**src/rtl/update_scheduler_pkg.sv**
```systemverilog
// Shared types and constants for the two-channel serial update scheduler.
package update_scheduler_pkg;

  typedef enum logic [1:0] {
    ST_IDLE,
    ST_SHIFT_LO,
    ST_SHIFT_HI,
    ST_LATCH
  } state_e;

  localparam int         FRAME_W = 16;
  localparam logic [7:0] SEL_CH0 = 8'h01;
  localparam logic [7:0] SEL_CH1 = 8'h02;

  function automatic logic [FRAME_W-1:0] make_frame(input logic ch, input logic [7:0] data);
    return {(ch ? SEL_CH1 : SEL_CH0), data};
  endfunction

endpackage

```
**src/rtl/update_scheduler_capture.sv**
```systemverilog
// One setter channel: rising-edge detect on update, pending flag and byte capture.
module update_capture #(
  parameter int DATA_W = 8
) (
  input  logic              clk,
  input  logic              reset,
  input  logic              update,
  input  logic [DATA_W-1:0] data,
  input  logic              clr,
  output logic              pend,
  output logic [DATA_W-1:0] cap
);

  logic              prev_q, prev_d;
  logic              pend_q, pend_d;
  logic [DATA_W-1:0] cap_q, cap_d;
  logic              edge_det;

  assign edge_det = update & ~prev_q;

  // A fresh edge wins over a grant clear so the new byte is never lost.
  always_comb begin
    prev_d = update;
    pend_d = pend_q;
    cap_d  = cap_q;
    if (edge_det) begin
      pend_d = 1'b1;
      cap_d  = data;
    end else if (clr) begin
      pend_d = 1'b0;
    end
  end

  always_ff @(posedge clk) begin
    if (reset) begin
      prev_q <= 1'b0;
      pend_q <= 1'b0;
      cap_q  <= '0;
    end else begin
      prev_q <= prev_d;
      pend_q <= pend_d;
      cap_q  <= cap_d;
    end
  end

  assign pend = pend_q;
  assign cap  = cap_q;

endmodule

```
**src/rtl/update_scheduler.sv**
```systemverilog
// Round-robin sharing of one 74HC595-style chain between two setter channels.
//   state       | meaning
//   ST_IDLE     | waiting for a pending channel, arbitrates
//   ST_SHIFT_LO | sh_clk low, current bit on sh_data
//   ST_SHIFT_HI | sh_clk high, chain samples the bit
//   ST_LATCH    | sh_latch high, frame being stored
module update_scheduler
  import update_scheduler_pkg::*;
#(
  parameter int CLK_DIV = 4,
  parameter int DATA_W  = 8
) (
  input  logic              clk,
  input  logic              reset,
  input  logic [DATA_W-1:0] data0,
  input  logic              update0,
  input  logic [DATA_W-1:0] data1,
  input  logic              update1,
  output logic              sh_clk,
  output logic              sh_data,
  output logic              sh_latch,
  output logic              busy,
  output logic [1:0]        grant,
  output logic              done
);

  localparam logic [7:0] DIV_LAST = 8'(CLK_DIV - 1);

  logic              pend0, pend1, clr0, clr1;
  logic [DATA_W-1:0] cap0, cap1;
  logic [1:0]        pend;

  update_capture #(.DATA_W(DATA_W)) u_cap0 (
    .clk(clk), .reset(reset), .update(update0), .data(data0),
    .clr(clr0), .pend(pend0), .cap(cap0)
  );

  update_capture #(.DATA_W(DATA_W)) u_cap1 (
    .clk(clk), .reset(reset), .update(update1), .data(data1),
    .clr(clr1), .pend(pend1), .cap(cap1)
  );

  assign pend = {pend1, pend0};

  state_e             state_q, state_d;
  logic [7:0]         div_q, div_d;
  logic [3:0]         bit_q, bit_d;
  logic [FRAME_W-2:0] shift_q, shift_d;
  logic               rr_q, rr_d;
  logic               sh_clk_q, sh_clk_d;
  logic               sh_data_q, sh_data_d;
  logic               sh_latch_q, sh_latch_d;
  logic               busy_q, busy_d;
  logic [1:0]         grant_q, grant_d;
  logic               done_q, done_d;
  logic               div_term, pick;
  logic [FRAME_W-1:0] frame;

  assign div_term = (div_q == DIV_LAST);

  always_comb begin
    state_d    = state_q;
    div_d      = div_q;
    bit_d      = bit_q;
    shift_d    = shift_q;
    rr_d       = rr_q;
    sh_clk_d   = sh_clk_q;
    sh_data_d  = sh_data_q;
    sh_latch_d = sh_latch_q;
    busy_d     = busy_q;
    grant_d    = grant_q;
    done_d     = 1'b0;
    clr0       = 1'b0;
    clr1       = 1'b0;
    pick       = 1'b0;
    frame      = '0;
    case (state_q)
      ST_IDLE: begin
        if (pend != 2'b00) begin
          // rr_q = 0 prefers ch0; it only rotates when both channels compete.
          pick = (pend == 2'b11) ? rr_q : pend[1];
          if (pend == 2'b11) rr_d = ~pick;
          clr0      = ~pick;
          clr1      = pick;
          frame     = make_frame(pick, pick ? cap1 : cap0);
          shift_d   = frame[FRAME_W-2:0];
          sh_data_d = frame[FRAME_W-1];
          sh_clk_d  = 1'b0;
          div_d     = '0;
          bit_d     = 4'd15;
          busy_d    = 1'b1;
          grant_d   = pick ? 2'b10 : 2'b01;
          state_d   = ST_SHIFT_LO;
        end
      end
      ST_SHIFT_LO: begin
        if (div_term) begin
          div_d    = '0;
          sh_clk_d = 1'b1;
          state_d  = ST_SHIFT_HI;
        end else begin
          div_d = div_q + 8'd1;
        end
      end
      ST_SHIFT_HI: begin
        if (div_term) begin
          div_d    = '0;
          sh_clk_d = 1'b0;
          if (bit_q == 4'd0) begin
            sh_latch_d = 1'b1;
            state_d    = ST_LATCH;
          end else begin
            sh_data_d = shift_q[FRAME_W-2];
            shift_d   = {shift_q[FRAME_W-3:0], 1'b0};
            bit_d     = bit_q - 4'd1;
            state_d   = ST_SHIFT_LO;
          end
        end else begin
          div_d = div_q + 8'd1;
        end
      end
      ST_LATCH: begin
        if (div_term) begin
          div_d      = '0;
          sh_latch_d = 1'b0;
          busy_d     = 1'b0;
          grant_d    = 2'b00;
          done_d     = 1'b1;
          state_d    = ST_IDLE;
        end else begin
          div_d = div_q + 8'd1;
        end
      end
      default: state_d = ST_IDLE;
    endcase
  end

  always_ff @(posedge clk) begin
    if (reset) begin
      state_q    <= ST_IDLE;
      div_q      <= '0;
      bit_q      <= '0;
      shift_q    <= '0;
      rr_q       <= 1'b0;
      sh_clk_q   <= 1'b0;
      sh_data_q  <= 1'b0;
      sh_latch_q <= 1'b0;
      busy_q     <= 1'b0;
      grant_q    <= 2'b00;
      done_q     <= 1'b0;
    end else begin
      state_q    <= state_d;
      div_q      <= div_d;
      bit_q      <= bit_d;
      shift_q    <= shift_d;
      rr_q       <= rr_d;
      sh_clk_q   <= sh_clk_d;
      sh_data_q  <= sh_data_d;
      sh_latch_q <= sh_latch_d;
      busy_q     <= busy_d;
      grant_q    <= grant_d;
      done_q     <= done_d;
    end
  end

  assign sh_clk   = sh_clk_q;
  assign sh_data  = sh_data_q;
  assign sh_latch = sh_latch_q;
  assign busy     = busy_q;
  assign grant    = grant_q;
  assign done     = done_q;

endmodule

```
**config.mk**
```make
export PLATFORM = sky130hd
export DESIGN_NAME = update_scheduler
export DESIGN_NICKNAME = d
export VERILOG_FILES = /design/src/rtl/update_scheduler_pkg.sv /design/src/rtl/update_scheduler_capture.sv /design/src/rtl/update_scheduler.sv
export SDC_FILE = /design/constraint.sdc
export NUM_CORES = 1
export LEC_CHECK = 0
export ABC_AREA = 1
export BUFFER_PORTS_ARGS = -buffer_cell sky130_fd_sc_hd__clkbuf_2
export CORE_ASPECT_RATIO = 1.1
export CORE_MARGIN = 2
export CORE_UTILIZATION = 60
export DETAILED_ROUTE_END_ITERATION = 10
export PLACE_DENSITY = 0.79
export SLEW_MARGIN = 20
export SYNTH_ARGS = -nofsm -noshare
export SYNTH_HDL_FRONTEND = slang
export SYNTH_HIERARCHICAL = 1
export SYNTH_SLANG_ARGS = --single-unit
```
**constraint.sdc**
```tcl
create_clock -name clk -period 3.8 [get_ports clk]
set_input_delay 1.14 -clock clk [delete_from_list [all_inputs] [get_ports clk]]
set_output_delay 1.14 -clock clk [all_outputs]
set_load 0.05 [all_outputs]
```
==> run_results.csv, run 1 <==
group,metric,value,unit
clock_network,root_buffer,"clkbuf_8",
power_and_ir_drop,power.density,644,nW/µm²
worst_setup_path,cp_top_family,"flip-flops",
worst_setup_path,cp_num_cells,1,
floorplanning,rows,25,
sta,rsz0062_at_grt,"no",
yosys,muxShareOfSynthArea,0,
sta,fin_tns_setup,0,ns
power_and_ir_drop,p_total,1940,µW
route,dr.first_iter.drc_count,155,
yosys,ys_seq_area_frac,0.421,
worst_setup_path,cpPeakStageDelay,0.34,ns
worst_setup_path,crit_required,2.66,ns
yosys,async_flop_share,0,
power_and_ir_drop,p_leak,0.00143,µW
clock_network,clk_pin_slew,0.07,ns
global_routing,grt_max_degree,33,
yosys,synth_edf_count,0,
sta,period_needed,2.10,ns
sta,fin_skew,0.00763,ns
global_routing,grt_pass1_vias,2196,
sta,finalSetupViolations,0,
sta,hold_viol_final,0,
route,ant_nets,0,
floorplanning,die_h,74.5,µm
route,via_per_inst,5.05,
route,vias,2483,
clock_network,cts_hold_buf,0,
sta,period_share,0.552,
placed_design,port_buffers,26,
worst_setup_path,r2r-start,"bit_q[0]",
worst_setup_path,crit_start,"grant[0]",
floorplanning,die_w,68.1,µm
yosys,synth-simple-area-share,0.371,
worst_setup_path,arrival,0.96,ns
yosys,synth_top_family_by_area,"simple AND/OR/NAND/NOR gates",
clock_network,numCtsBuffers,9,
clock_network,ctsResizeCount,0,
route,drtPass1Iterations,4,
yosys,ys.flop_type,"dfxtp_1",
global_routing,grt_pass1_wl,9.27,mm
worst_setup_path,rr_endpoint,"shift_q[7]",
global_routing,grt_remaining_overflow,0,
run,maxCapViolations,0,
yosys,postSynthCellCount,407,
worst_setup_path,r2r_slack,1.73,ns
worst_setup_path,critPathMaxFanout,2,
yosys,synthesis.nets,431,
cells_and_area,instances_no_fill,492,
clock_network,clockBufferDepth,2,
worst_setup_path,cp-endpoint,"grant[0]",
floorplanning,io_pins,27,
cells_and_area,antenna_cells,0,
yosys,syn-cell-area,2710,µm²
sta,fmax,477,MHz
yosys,synthTopCellsByArea,"dfxtp_1 (42%), nand2_1 (15%), nor2_1 (8.7%)",
cells_and_area,num-nets-final,457,
worst_setup_path,cp-start-kind,"flip-flop",
yosys,ys_seq_elements,57,
clock_network,post_cts_buffers,0,
yosys,synth_compound_area_frac,0.0762,
route,wl_per_cell,11.1,µm
cells_and_area,synthToLayoutAreaGrowth,11.1,%
worst_setup_path,endpoint_kind,"primary output",
placed_design,dp.cells,476,
worst_setup_path,slowest_stage,"dfxtp_1",
clock_network,cts.sinks,57,
worst_setup_path,path_buf_inv,1,
yosys,yosys_warnings,6,
yosys,synthAdderAreaFrac,0.0185,
clock_network,insertion_delay,0.34,ns
yosys,syn_avg_cell_area,6.66,µm²
sta,hold_ws,0.465,ns
status,status,"complete, no violations",
cells_and_area,drive_gt1_frac,0.144,
yosys,synth_area_leader_cell,"dfxtp_1",
route,drc,0,
sta,slew_violations,0,
min_path,hold_path_class,"flip-flop to flip-flop",
global_routing,grt_usage,0.244,
sta,worst_pin_slew,0.558,ns
power_and_ir_drop,ir_drop,0.000346,V
yosys,synthXorXnorAreaFrac,0.00647,
route,drt-total-wl,5.45,mm
worst_setup_path,path_cells,"clkbuf_2",
clock_network,htree_num_levels,3,
floorplanning,coreArea,4320,µm²
clock_network,cts_tree,"yes",
global_routing,antenna_found_initial,0,
floorplanning,start_util,0.628,
yosys,synth.distinct_cells,25,
worst_setup_path,path_class,"flip-flop to primary output",
yosys,synth.top_cell.area_share,0.421,
sta,slew_headroom,0.624,
placed_design,routabilityCongestion,0.781,
floorplanning,dieArea,5070,µm²
worst_setup_path,rr_worst_depth,8,
placed_design,hpwl,3.65,mm
-- through the flow --
stage                     setup slack, ns  cell area [µm²]  utilization
final                                1.70             3010        0.697
after global routing                 1.57             3010        0.697
after CTS                            1.69             3010        0.697
after detailed placement             1.65             2840        0.657
after global placement               1.68             2840        0.657
after floorplan                      1.90             2710            -
-- layer usage --
metal	global-route usage	wire length, µm	vias to the layer above
met5	0	0	-
met4	0.120	125	0
met3	0.0605	209	14
met2	0.415	2670	49
met1	0.283	2450	1099
li1	-	-	1321
-- layout by cell type (no fill, tap or decap) --
cell type  Yosys  layout
o211ai_1       1       1
buf_4          2       1
nor2_4         2       2
o21ai_1        2       2
clkbuf_2       0      26
inv_2         10      10
nand2_2        4       4
nor4_1         1       1
nor2_1        63      63
a31oi_1        1       1
nand2_1      108     108
clkbuf_8       0      11
inv_1         46      46
clkinv_2       0       3
ha_1           4       4
dfxtp_1       57      57
a21oi_1       27      27
nor2_2         5       5
clkbuf_1       4       2
nand3_1       41      41
nor3_1         2       2
xor2_1         2       2
nand4_1        9       9
o21ai_0        8       8
or2_2          1       1
o21a_1         1       1
-- state kept, by name, indices dropped and copies added, names as in the netlist, 2 cells and up --
signal and cells:
bit_q 4, div_q 8, grant 2, shift_q 15, state_q 2, u_cap0/cap 8, u_cap1/cap 8
-- worst min path at each step --
stage | startpoint | end | slack (ns) | cells after the start
floorplan | shift_q[8] | shift_q[8] | 0.44 | 2
detailed placement | busy | busy | 0.46 | 2
global placement | sh_clk | sh_clk | 0.45 | 2
global route | busy | busy | 0.49 | 2
CTS | busy | busy | 0.47 | 2
finish | busy | busy | 0.47 | 2
-- cells in the mapped netlist, types with 3 or more instances --
cell type  number
nand2_1       108
nor2_1         63
dfxtp_1        57
inv_1          46
nand3_1        41
a21oi_1        27
inv_2          10
nand4_1         9
o21ai_0         8
nor2_2          5
clkbuf_1        4
ha_1            4
nand2_2         4
buf_2           3
buf_6           3
-- final cells by class --
class	instances	area, µm²
fillers	394	1310
well taps	54	67.6
inverters	56	210
clock buffers	13	159
clock inverters	3	15.0
flip-flops and latches	57	1140
multi-input cells	282	1280
repair buffers	27	138
-- power breakdown --
group / internal (µW) / leakage [µW] / switching (µW) / total [µW]
logic: 204 / 0.000868 / 468 / 672
clock network: 269 / 0.0000932 / 233 / 502
registers: 698 / 0.000469 / 65.8 / 763
-- cell families (layout without fill, tap and decap cells) --
group | after synthesis | count (layout)
AOI/OAI and AO/OA | 40 | 40
xor gates and xnor gates | 2 | 2
adders and majority gates | 4 | 4
buffers and inverters | 68 | 99
DFF | 57 | 57
and+or+nand+nor | 236 | 236
No activity file was read; power rests on OpenSTA's default activity.
==> run 2: changes to the inputs <==
- CORE_UTILIZATION: 60 -> 58
- PLACE_DENSITY: 0.79 -> 0.77
- clock period: 3.8 -> 2.1 ns (I/O delays scaled with it)
==> run 2 against run 1 <==
  * Clock-buffer cell count stayed put
  * Sequential share of layout area is 0.28 points lower
  * Register-to-register slack worse by 1.5 ns
  * Wire length is 5.4% lower
  * Worst hold slack hardly changed
==> run_results.csv, run 2 (synthesized netlist as in run 1, its figures left out) <==
group,metric,value,unit
worst_setup_path,rr_worst_depth,8,
cells_and_area,final_area,3030,µm²
floorplanning,die_h,75.7,µm
worst_setup_path,crit_start,"bit_q[0]",
clock_network,insertion_delay,0.33,ns
worst_setup_path,cp-start-kind,"flip-flop",
placed_design,hpwl,3.61,mm
global_routing,grt_max_degree,32,
route,dr.first_iter.drc_count,128,
power_and_ir_drop,power.density,1160,nW/µm²
floorplanning,io_pins,27,
worst_setup_path,critPathMaxFanout,30,
placed_design,port_buffers,26,
worst_setup_path,endpoint_kind,"flip-flop",
clock_network,clk_pin_slew,0.06,ns
sta,fin_skew,0.00607,ns
floorplanning,coreArea,4590,µm²
global_routing,antenna_found_initial,0,
placed_design,pre_cts_ws,0.160,ns
placed_design,placed_cell_area,2850,µm²
cells_and_area,drive_gt1_frac,0.148,
sta,slew_violations,0,
global_routing,grt_usage,0.214,
placed_design,routabilityCongestion,0.781,
sta,layout_setup_ws,0.238,ns
sta,rsz0062_at_grt,"no",
route,drtPass1Iterations,4,
cells_and_area,synthToLayoutAreaGrowth,11.9,%
power_and_ir_drop,ir_drop,0.000618,V
global_routing,grt_pass1_vias,2180,
worst_setup_path,rr_endpoint,"bit_q[0]",
worst_setup_path,arrival,2.09,ns
placed_design,dp.cells,480,
route,vias,2475,
sta,period_needed,1.86,ns
clock_network,cts.sinks,57,
route,via_per_inst,4.99,
sta,slew_headroom,0.677,
route,wl_per_cell,10.4,µm
floorplanning,start_util,0.591,
clock_network,cts_tree,"yes",
worst_setup_path,r2r_slack,0.24,ns
worst_setup_path,path_class,"flip-flop to flip-flop",
sta,fmax,537,MHz
floorplanning,die_w,69.2,µm
cells_and_area,final_cell_mix,"nand2_1 (108), nor2_1 (63), dfxtp_1 (57)",
worst_setup_path,cp-endpoint,"bit_q[0]",
clock_network,root_buffer,"clkbuf_8",
worst_setup_path,r2r-start,"bit_q[0]",
floorplanning,rows,26,
min_path,hold_path_class,"flip-flop to flip-flop",
sta,period_share,0.887,
global_routing,grt_remaining_overflow,0,
status,status,"complete, no violations",
worst_setup_path,crit_top_cell,"nor2_2",
power_and_ir_drop,p_leak,0.00144,µW
cells_and_area,largest_reg_flops,15,
route,drt-total-wl,5.16,mm
run,maxCapViolations,0,
clock_network,clockBufferDepth,2,
cells_and_area,final_common_cell,"nand2_1",
route,ant_nets,0,
route,drc,0,
floorplanning,dieArea,5230,µm²
sta,worst_pin_slew,0.483,ns
cells_and_area,top_register,"shift_q",
worst_setup_path,path_cells,"inv_1, ha_1, nand3_1, nor2_2, nor2_2, nand2_4, nor3_1, nor2_1",
worst_setup_path,slowest_stage,"nor2_2",
cells_and_area,nFillCells,431,
cells_and_area,antenna_cells,0,
sta,finalSetupViolations,0,
sta,hold_viol_final,0,
worst_setup_path,cpPeakStageDelay,0.38,ns
cells_and_area,instances_no_fill,496,
cells_and_area,num-nets-final,459,
clock_network,htree_num_levels,3,
sta,fin_tns_setup,0,ns
clock_network,numCtsBuffers,9,
worst_setup_path,crit_required,2.32,ns
clock_network,post_cts_buffers,0,
global_routing,grt_pass1_wl,8.94,mm
[run 2: cell type report]
type                            instances  area, µm²  share of cell area
Sequential cell                        57       1140               0.376
Inverter                               56        210              0.0693
Multi-Input combinational cell        282       1280               0.423
Clock buffer                           13        159              0.0524
Tap cell                               56       70.1              0.0231
Clock inverter                          3       15.0             0.00495
Timing Repair Buffer                   29        153              0.0504
[run 2: power by group]
part | switching, µW | internal [µW] | leakage, µW
combinational | 837 | 394 | 0.000880
sequential | 110 | 1260 | 0.000469
clock | 413 | 487 | 0.0000932
total | 1360 | 2140 | 0.00144
[run 2: per-stage QoR]
| stage | hold slack, ns | power, µW | utilization |
|---|---|---|---|
| floorplan | 0.439 | 2430 | - |
| global placement | 0.448 | 2580 | 0.622 |
| detailed placement | 0.456 | 2600 | 0.622 |
| CTS | 0.466 | 3520 | 0.660 |
| global route | 0.485 | 3780 | 0.661 |
| finish | 0.466 | 3500 | 0.661 |
[run 2: critical path, delay by kind of cell, from the launching register on]
family | cells | cell delay (ns)
buffers and inverters | 1 | 0.09
and+or+nand+nor | 6 | 1.13
DFF | 1 | 0.31
adders and majority gates | 1 | 0.22
[run 2: worst min path at each step]
stage / slack, ns / end / depth (start not counted) / start
global route: 0.49 / shift_q[11] / 2 / shift_q[11]
floorplan: 0.44 / shift_q[8] / 2 / shift_q[8]
detailed placement: 0.46 / shift_q[9] / 2 / shift_q[9]
finish: 0.47 / shift_q[10] / 2 / shift_q[10]
global placement: 0.45 / sh_latch / 2 / sh_latch
CTS: 0.47 / shift_q[9] / 2 / shift_q[9]
[run 2: repair_timing]
| action | 4_1_cts | 5_1_grt |
|---|---|---|
| hold buffers | 0 | 0 |
| gates resized for setup | 0 | 1 |
| endpoints found under the setup margin | 0 | 17 |
[run 2: per-layer routing]
layer,vias to the layer above,routed length [µm],track usage
li1,1329,-,-
met1,1104,2290,0.231
met5,-,0,0
met3,9,150,0.0397
met2,33,2640,0.406
met4,0,84,0.111
